===== src/rtl/motor_pwm_ctrl.sv =====
// motor_pwm_ctrl: multi-channel H-bridge PWM with dead-time coast; OC_PROT_EN adds overcurrent fault latching
module motor_pwm_ctrl #(
  parameter int NUM_CH   = 2,
  parameter int CNT_W    = 19,
  parameter int PERIOD   = 250000,
  parameter int DEAD_CYC = 50000,
  parameter int OC_LIMIT = 249999
) (
  input  logic                    clk,
  input  logic                    rst,
  input  logic [NUM_CH*CNT_W-1:0] duty,
  input  logic [NUM_CH-1:0]       dir,
  input  logic [NUM_CH-1:0]       sense,
  input  logic [NUM_CH-1:0]       fault_clr,
  output logic [NUM_CH-1:0]       pwm,
  output logic [NUM_CH-1:0]       in_a,
  output logic [NUM_CH-1:0]       in_b,
  output logic [NUM_CH-1:0]       fault,
  output logic [NUM_CH-1:0]       dead,
  output logic                    tick
);
  localparam int DW = $clog2(DEAD_CYC + 1);
  localparam logic [1:0] RUN = 2'd0, DEAD = 2'd1, FAULT = 2'd2;
  localparam logic [CNT_W-1:0] LAST = CNT_W'(PERIOD - 1);
  logic [CNT_W-1:0] cnt_q, cnt_d;
  logic wrap;
  always_comb begin
    wrap  = cnt_q == LAST;
    cnt_d = wrap ? '0 : cnt_q + CNT_W'(1);
  end
  always_ff @(posedge clk)
    if (rst) cnt_q <= '0;
    else     cnt_q <= cnt_d;
  assign tick = wrap;
`ifndef OC_PROT_EN
  logic unused_in;
  assign unused_in = ^{sense, fault_clr, OC_LIMIT[0]};
`endif
  for (genvar g = 0; g < NUM_CH; g++) begin : g_ch
    logic [CNT_W-1:0] duty_q, duty_d;
    logic [DW-1:0] dead_cnt_q, dead_cnt_d;
    logic [1:0] state_q, state_d;
    logic dir_q, dir_d, pwm_q, pwm_d, in_a_q, in_a_d, in_b_q, in_b_d;
    logic trip, clr;
`ifdef OC_PROT_EN
    localparam int OW = $clog2(OC_LIMIT + 1);
    logic [OW-1:0] oc_cnt_q, oc_cnt_d;
    always_comb begin
      trip     = oc_cnt_q == OW'(OC_LIMIT);
      clr      = fault_clr[g] && !sense[g];
      oc_cnt_d = !sense[g] ? '0 : trip ? oc_cnt_q : oc_cnt_q + OW'(1);
    end
    always_ff @(posedge clk)
      if (rst) oc_cnt_q <= '0;
      else     oc_cnt_q <= oc_cnt_d;
    assign fault[g] = state_q == FAULT;
`else
    assign trip     = 1'b0;
    assign clr      = 1'b0;
    assign fault[g] = 1'b0;
`endif
    // outputs are registered from the next state so pins and dead flag change on the same edge
    always_comb begin
      duty_d     = wrap ? duty[g*CNT_W +: CNT_W] : duty_q;
      dead_cnt_d = dead_cnt_q;
      dir_d      = dir_q;
      state_d    = state_q;
      if (trip)
        state_d = FAULT;
      else if (state_q == RUN && dir[g] != dir_q) begin
        state_d    = DEAD;
        dead_cnt_d = DW'(DEAD_CYC);
      end else if (state_q == DEAD) begin
        dead_cnt_d = dead_cnt_q - DW'(1);
        if (dead_cnt_d == '0) begin
          state_d = RUN;
          dir_d   = dir[g];
        end
      end else if (state_q == FAULT && clr) begin
        state_d    = DEAD;
        dead_cnt_d = DW'(DEAD_CYC);
      end
      pwm_d  = state_d == RUN && cnt_q < duty_q;
      in_a_d = state_d == RUN && dir_d;
      in_b_d = state_d == RUN && !dir_d;
    end
    always_ff @(posedge clk)
      if (rst) begin
        duty_q     <= '0;
        dead_cnt_q <= '0;
        state_q    <= RUN;
        dir_q      <= 1'b1;
        pwm_q      <= 1'b0;
        in_a_q     <= 1'b1;
        in_b_q     <= 1'b0;
      end else begin
        duty_q     <= duty_d;
        dead_cnt_q <= dead_cnt_d;
        state_q    <= state_d;
        dir_q      <= dir_d;
        pwm_q      <= pwm_d;
        in_a_q     <= in_a_d;
        in_b_q     <= in_b_d;
      end
    assign pwm[g]  = pwm_q;
    assign in_a[g] = in_a_q;
    assign in_b[g] = in_b_q;
    assign dead[g] = state_q == DEAD;
  end
endmodule


===== config.mk =====
export PLATFORM = sky130hd
export DESIGN_NAME = motor_pwm_ctrl
export DESIGN_NICKNAME = d
export VERILOG_FILES = /design/src/rtl/motor_pwm_ctrl.sv
export SDC_FILE = /design/constraint.sdc
export NUM_CORES = 1
export LEC_CHECK = 0
export BUFFER_PORTS_ARGS = -buffer_cell sky130_fd_sc_hd__buf_2
export CAP_MARGIN = 10
export CORE_MARGIN = 8
export CORE_UTILIZATION = 40
export CTS_CLUSTER_SIZE = 24
export DETAILED_ROUTE_END_ITERATION = 8
export GPL_TIMING_DRIVEN = 0
export PLACE_DENSITY = 0.61
export SLEW_MARGIN = 30
export SYNTH_ARGS = -nofsm -noshare
export SYNTH_HDL_FRONTEND = slang
export SYNTH_SLANG_ARGS = --single-unit

===== constraint.sdc =====
create_clock -name clk -period 2.05 [get_ports clk]
set_input_delay 0 -clock clk [delete_from_list [all_inputs] [get_ports clk]]
set_output_delay 0 -clock clk [all_outputs]
set_load 0.01 [all_outputs]

==> results of run 1 <==
[per-layer routing]
layer / routed length [um] / global-route usage / vias up
li1: - / - / 2528
met1: 6250 / 0.192 / 2289
met2: 6480 / 0.268 / 113
met3: 620 / 0.0310 / 36
met4: 432 / 0.0789 / 0
met5: 0 / 0 / -
[placed cells by master, fill, tap and decap left out, drive strengths merged, types with 20 or more instances in the layout]
cell,instances
buf,95
dlygate4sd3,40
nand2,105
nor2,72
dfxtp,101
inv,48
a21oi,58
xor2,20
ha,41
clkbuf,25
[registers in the layout (all words and copies together), names as in the netlist]
register         cells
g_ch.state_q         4
cnt_q               19
g_ch.in_b_q          2
g_ch.duty_q         38
g_ch.dead_cnt_q     32
g_ch.pwm_q           2
g_ch.dir_q           2
g_ch.in_a_q          2
[repair_timing]
| action | in CTS | in global routing |
|---|---|---|
| pin swaps | 14 | 16 |
| resized for setup | 48 | 34 |
| setup endpoints to repair | 60 | 68 |
| endpoints found under the hold margin | 44 | 0 |
| hold buffers | 40 | 0 |
| buffers inserted | 22 | 6 |
[worst max-delay path, delay by kind of cell, from the launching register on]
| kind | cells | cell delay, ns |
|---|---|---|
| AOI/OAI and AO/OA | 2 | 0.22 |
| xor gates and xnor gates | 1 | 0.08 |
| and+or+nand+nor | 3 | 1.05 |
| DFF | 1 | 0.36 |
| adders and majority gates | 1 | 0.14 |
| buffers and inverters | 2 | 0.21 |
[layout make-up]
class	instances	area (um^2)
buffer	31	211
clock buffer	11	243
clock inverter	5	58.8
fill	1253	6120
inverter	47	181
multi-input combinational	483	3270
sequential	101	2060
tap	176	220
timing repair buffer	118	880
[cell families after synthesis]
family | count (synthesis) | share of synthesized area
AOI/OAI and AO/OA | 126 | 0.149
xor gates and xnor gates | 39 | 0.0643
adders and majority gates | 41 | 0.0945
buffers and inverters | 80 | 0.0638
DFF | 101 | 0.372
muxes | 1 | 0.00184
other | 1 | 0.000691
and+or+nand+nor | 274 | 0.254
[how the worst max path moves through the flow]
stage,to,slack (ns)
floorplan,g_ch[1].dir_q,-0.03
global placement,g_ch[0].duty_q[17],-0.22
detailed placement,g_ch[0].duty_q[16],-0.25
CTS,g_ch[1].pwm_q,-0.11
global route,g_ch[1].in_a_q,-0.19
finish,g_ch[1].pwm_q,-0.08
[metrics by stage]
stage	std cells	hold WS, ns	util	area [um^2]	setup TNS, ns
finish	972	0.0917	0.538	7120	-0.409
global route	972	0.109	0.538	7120	-1.07
CTS	966	0.0787	0.526	6960	-0.530
detailed placement	890	0.240	0.449	5940	-9.25
global placement	890	0.236	0.449	5940	-8.71
floorplan	664	0.0735	-	5470	-0.0262
[power breakdown]
part           internal [mW]  switching [mW]  leakage, nW
Combinational          0.435           0.412         1.84
Sequential              2.03          0.0956        0.828
Clock                  0.984           0.777        0.142
Total                   3.45            1.28         2.81
==> flow_metrics.tcl, run 1 <==
set metrics [dict create \
    status "finished with violations" \
    violations "negative setup slack" \
    ys_warn_count 0 \
    yosysTopAreaCellShare 0.372 \
    fin_skew_ns 0.00590 \
    rows 42 \
    start_util 0.410 \
    nets 878 \
    grt_max_degree 17 \
    crit_fanout 4 \
    power.density_nw_per_um2 664 \
    slowest_delay_ns 0.47 \
    ys_seq_elements 101 \
    ys_seq_area_frac 0.372 \
    portBuffers 50 \
    antenna_cells 0 \
    die_area_um2 17600 \
    synth_ff_type "dfxtp_1" \
    routed_wl_mm 13.8 \
    slowest_stage "or4b_4" \
    slew_headroom 0.527 \
    syn-instance-count 663 \
    gr-total-overflow 0 \
    end_kind "register" \
    arrival_ns 2.41 \
    cp_cell_sequence "inv_4 > ha_4 > or4b_4 > and4bb_4 > xor2_2 > nor3_4 > buf_6 > o211ai_2 > a31oi_1" \
    r2r_slack_ns -0.08 \
    ys_top_cells_by_count "104 x nand2_1, 101 x dfxtp_1, 72 x nor2_1" \
    cts_max_path_buffers 2 \
    startpoint_type "register" \
    antenna_left 0 \
    rr_startpoint "g_ch[1].dead_cnt_q[0]" \
    grt_antenna_before_repair 0 \
    track_usage 0.160 \
    hold_path.class "input port to register" \
    postSynthAreaPerCell_um2 8.19 \
    rr_worst_depth 9 \
    worstHoldStart "rst" \
    timing.rr.end "g_ch[1].pwm_q" \
    synth_area_um2 5430 \
    synth_edf_count 0 \
    core_um2 13200 \
    place_ws_ns -0.247 \
    hold_path_depth 4 \
    synth_area_leaders "dfxtp_1 37%, ha_1 9.4%, nand2_1 7.2%" \
    drive_gt1_frac 0.230 \
    period_minus_slack_ns 2.13 \
    viasPerCell 5.11 \
    worstSetupPathType "register to register" \
    ys_types 66 \
    leakagePower_nw 2.81 \
    critPathRequiredTime_ns 2.33 \
    fin_total_pwr_mw 4.73 \
    hold_end "g_ch[1].pwm_q" \
    grt_pass1_vias 5076 \
    num_vias 4966 \
    h-tree-depth 3 \
    yosysTopAreaCell "dfxtp_1" \
    fmax_mhz 468 \
    rsz0062_at_grt "true" \
    drv_cap 0 \
    dr.pass1.iters 4 \
    period_share 1.04 \
    critPathLaunch "g_ch[1].dead_cnt_q[0]" \
    worst_slew_pin_slew_ns 0.703 \
    hold_violations 0 \
    die_w_um 133 \
    clkLatencyLatePin_ns 0.35 \
    die_h_um 133 \
    cts_buffers 9 \
    post-route-worst-setup-slack_ns -0.0849 \
    synthArstFlopShare 0 \
    cts_tree "built" \
    setup_viol 6 \
    wl_per_cell_um 14.2 \
    root_buffer "clkbuf_16" \
    slew_violations 0 \
    synth.most_common_cell "nand2_1" \
    ios 57 \
    clock_sinks 101 \
    dp_hpwl_mm 9.80 \
    grt_pass1_wl_mm 23.6 \
    clk_pin_slew_ns 0.07 \
    ir_worst_vdd_mv 0.396 \
    drtIter0Drc 249 \
    drc_errors 0 \
    area_growth_pct 31.2 \
    globalplace.congestion 0.869 \
]
Power figures use the tool's default switching activity.
==> run 2, diff against run 1 <==
--- a/config.mk
+++ b/config.mk
@@ -6,13 +6,13 @@
 export NUM_CORES = 1
 export LEC_CHECK = 0
 export BUFFER_PORTS_ARGS = -buffer_cell sky130_fd_sc_hd__buf_2
-export CAP_MARGIN = 10
+export CAP_MARGIN = 20
 export CORE_MARGIN = 8
-export CORE_UTILIZATION = 40
+export CORE_UTILIZATION = 30
 export CTS_CLUSTER_SIZE = 24
 export DETAILED_ROUTE_END_ITERATION = 8
 export GPL_TIMING_DRIVEN = 0
-export PLACE_DENSITY = 0.61
+export PLACE_DENSITY = 0.49
 export SLEW_MARGIN = 30
 export SYNTH_ARGS = -nofsm -noshare
 export SYNTH_HDL_FRONTEND = slang
==> run 2 against run 1 <==
The run still ends with negative setup slack left. Clock-buffer cell count did not move. Largest cell class unchanged. Setup slack lost 0.024 ns. Non-clock buffer count decreased by 2. Register-to-register slack worse by 0.02 ns. Final area fell by 0.11%. Highest routed layer unchanged.
==> flow_metrics.tcl, run 2 (synthesis gave the netlist of run 1 again) <==
set metrics [dict create \
    drive_gt1_frac 0.222 \
    dp_hpwl_mm 10.4 \
    violations "negative setup slack" \
    start_util 0.304 \
    r2r_slack_ns -0.11 \
    rr_worst_depth 9 \
    status "finished with violations" \
    fin_skew_ns 0.00680 \
    num_vias 4837 \
    viasPerCell 4.73 \
    die_w_um 151 \
    gr-total-overflow 0 \
    hold_violations 0 \
    die_h_um 151 \
    largest-register "g_ch.duty_q" \
    globalRouteMet2Util 0.213 \
    grt_pass1_wl_mm 23.7 \
    worstSetupPathType "register to register" \
    rr_startpoint "g_ch[1].dead_cnt_q[1]" \
    grt_most_used_layer "met2" \
    root_buffer "clkbuf_16" \
    worst_slew_pin_slew_ns 0.751 \
    tns_ns -0.666 \
    ios 57 \
    hold_end "g_ch[1].pwm_q" \
    rows 49 \
    setup_viol 16 \
    place_inst 943 \
    cts_buffers 9 \
    nets 876 \
    clk_pin_slew_ns 0.07 \
    h-tree-depth 3 \
    timing.rr.end "g_ch[1].dir_q" \
    fmax_mhz 463 \
    globalplace.congestion 0.800 \
    largest_reg_flops 38 \
    antenna_cells 0 \
    layout_common_cells "104 x nand2_1, 89 x dfxtp_1, 71 x nor2_1, 55 x a21oi_1, 52 x buf_2" \
    slew_violations 0 \
    clock_sinks 101 \
    hold_path_depth 4 \
    grt_use_met1 0.170 \
    arrival_ns 2.39 \
    end_kind "register" \
    grt_max_degree 18 \
    cts_tree "built" \
    drtIter0Drc 227 \
    rsz0062_at_grt "true" \
    largestRegisters "g_ch.duty_q (38), g_ch.dead_cnt_q (32), cnt_q (19)" \
    portBuffers 50 \
    cts_max_path_buffers 2 \
    period_minus_slack_ns 2.16 \
    grt_pass1_vias 4756 \
    drc_errors 0 \
    slew_headroom 0.494 \
    gr-usage-met3 0.0204 \
    critPathRequiredTime_ns 2.28 \
    fill_cells 1851 \
    instances_no_fill 1023 \
    antenna_left 0 \
    die_area_um2 22700 \
    core_um2 17800 \
    hold_path.class "input port to register" \
    worstHoldStart "rst" \
    area_growth_pct 31.0 \
    power.density_nw_per_um2 675 \
    place_ws_ns -0.321 \
    track_usage 0.131 \
    routed_wl_mm 14.4 \
    ir_worst_vdd_mv 0.404 \
    drv_cap 0 \
    leakagePower_nw 2.79 \
    crit_fanout 5 \
    grt_antenna_before_repair 0 \
    post-route-worst-setup-slack_ns -0.109 \
    dr.pass1.iters 4 \
    period_share 1.05 \
    wl_per_cell_um 14.0 \
    final_common_cell "nand2_1" \
    startpoint_type "register" \
    clkLatencyLatePin_ns 0.35 \
]
-- run 2: repair_timing --
item / 4_1_cts / 5_1_grt
gates resized for setup: 35 / 30
hold buffers: 40 / 0
gates cloned: 0 / 0
setup buffers: 19 / 10
setup endpoints to repair: 61 / 56
pin swaps: 10 / 13
endpoints found under the hold margin: 43 / 0
-- run 2: layer usage --
layer,share of wire,vias to the layer above
met1,0.48,2244
li1,-,2525
met4,0.017,0
met3,0.035,13
met5,0,-
met2,0.46,55
-- run 2: how the worst max path moves through the flow --
stage,from,endpoint,slack (ns),depth (start not counted)
final,g_ch[1].dead_cnt_q[1],g_ch[1].dir_q,-0.11,9
after global routing,g_ch[1].dead_cnt_q[0],g_ch[1].dir_q,-0.17,9
after CTS,g_ch[1].dead_cnt_q[0],g_ch[1].dir_q,-0.12,9
after detailed placement,g_ch[0].dead_cnt_q[4],g_ch[0].pwm_q,-0.32,6
after global placement,g_ch[0].dead_cnt_q[4],g_ch[0].pwm_q,-0.27,6
after floorplan,g_ch[1].dead_cnt_q[1],g_ch[1].dir_q,-0.03,8
-- run 2: worst max-delay path, stage by stage (launching register included) --
cell,delay (ns)
dfxtp_4,0.35
inv_4,0.06
ha_4,0.14
or4b_4,0.50
and4bb_4,0.39
xor2_2,0.08
nor3_4,0.12
buf_6,0.15
mux2i_1,0.19
nand2_1,0.06
-- run 2: cell type report --
class,instances,area (um^2),area share
Inverter,47,181,0.0255
Tap cell,229,287,0.0403
Clock inverter,5,63.8,0.00897
Multi-Input combinational cell,483,3230,0.454
Clock buffer,11,253,0.0355
Timing Repair Buffer,118,865,0.122
Buffer,29,176,0.0248
Sequential cell,101,2060,0.289
-- run 2: metrics by stage --
step | area (um^2) | power (mW) | utilization | hold WS, ns
after CTS | 6980 | 4.80 | 0.391 | 0.104
after global placement | 6010 | 2.81 | 0.337 | 0.239
after global routing | 7110 | 5.04 | 0.399 | 0.133
after detailed placement | 6010 | 2.82 | 0.337 | 0.248
final | 7110 | 4.80 | 0.399 | 0.103
after floorplan | 5470 | 2.63 | - | 0.0735
-- run 2: report_power, final --
group	internal [mW]	switching, mW	total, mW	leakage, nW
combinational	0.441	0.415	0.855	1.81
clock	1.03	0.794	1.82	0.153
sequential	2.03	0.0948	2.12	0.828
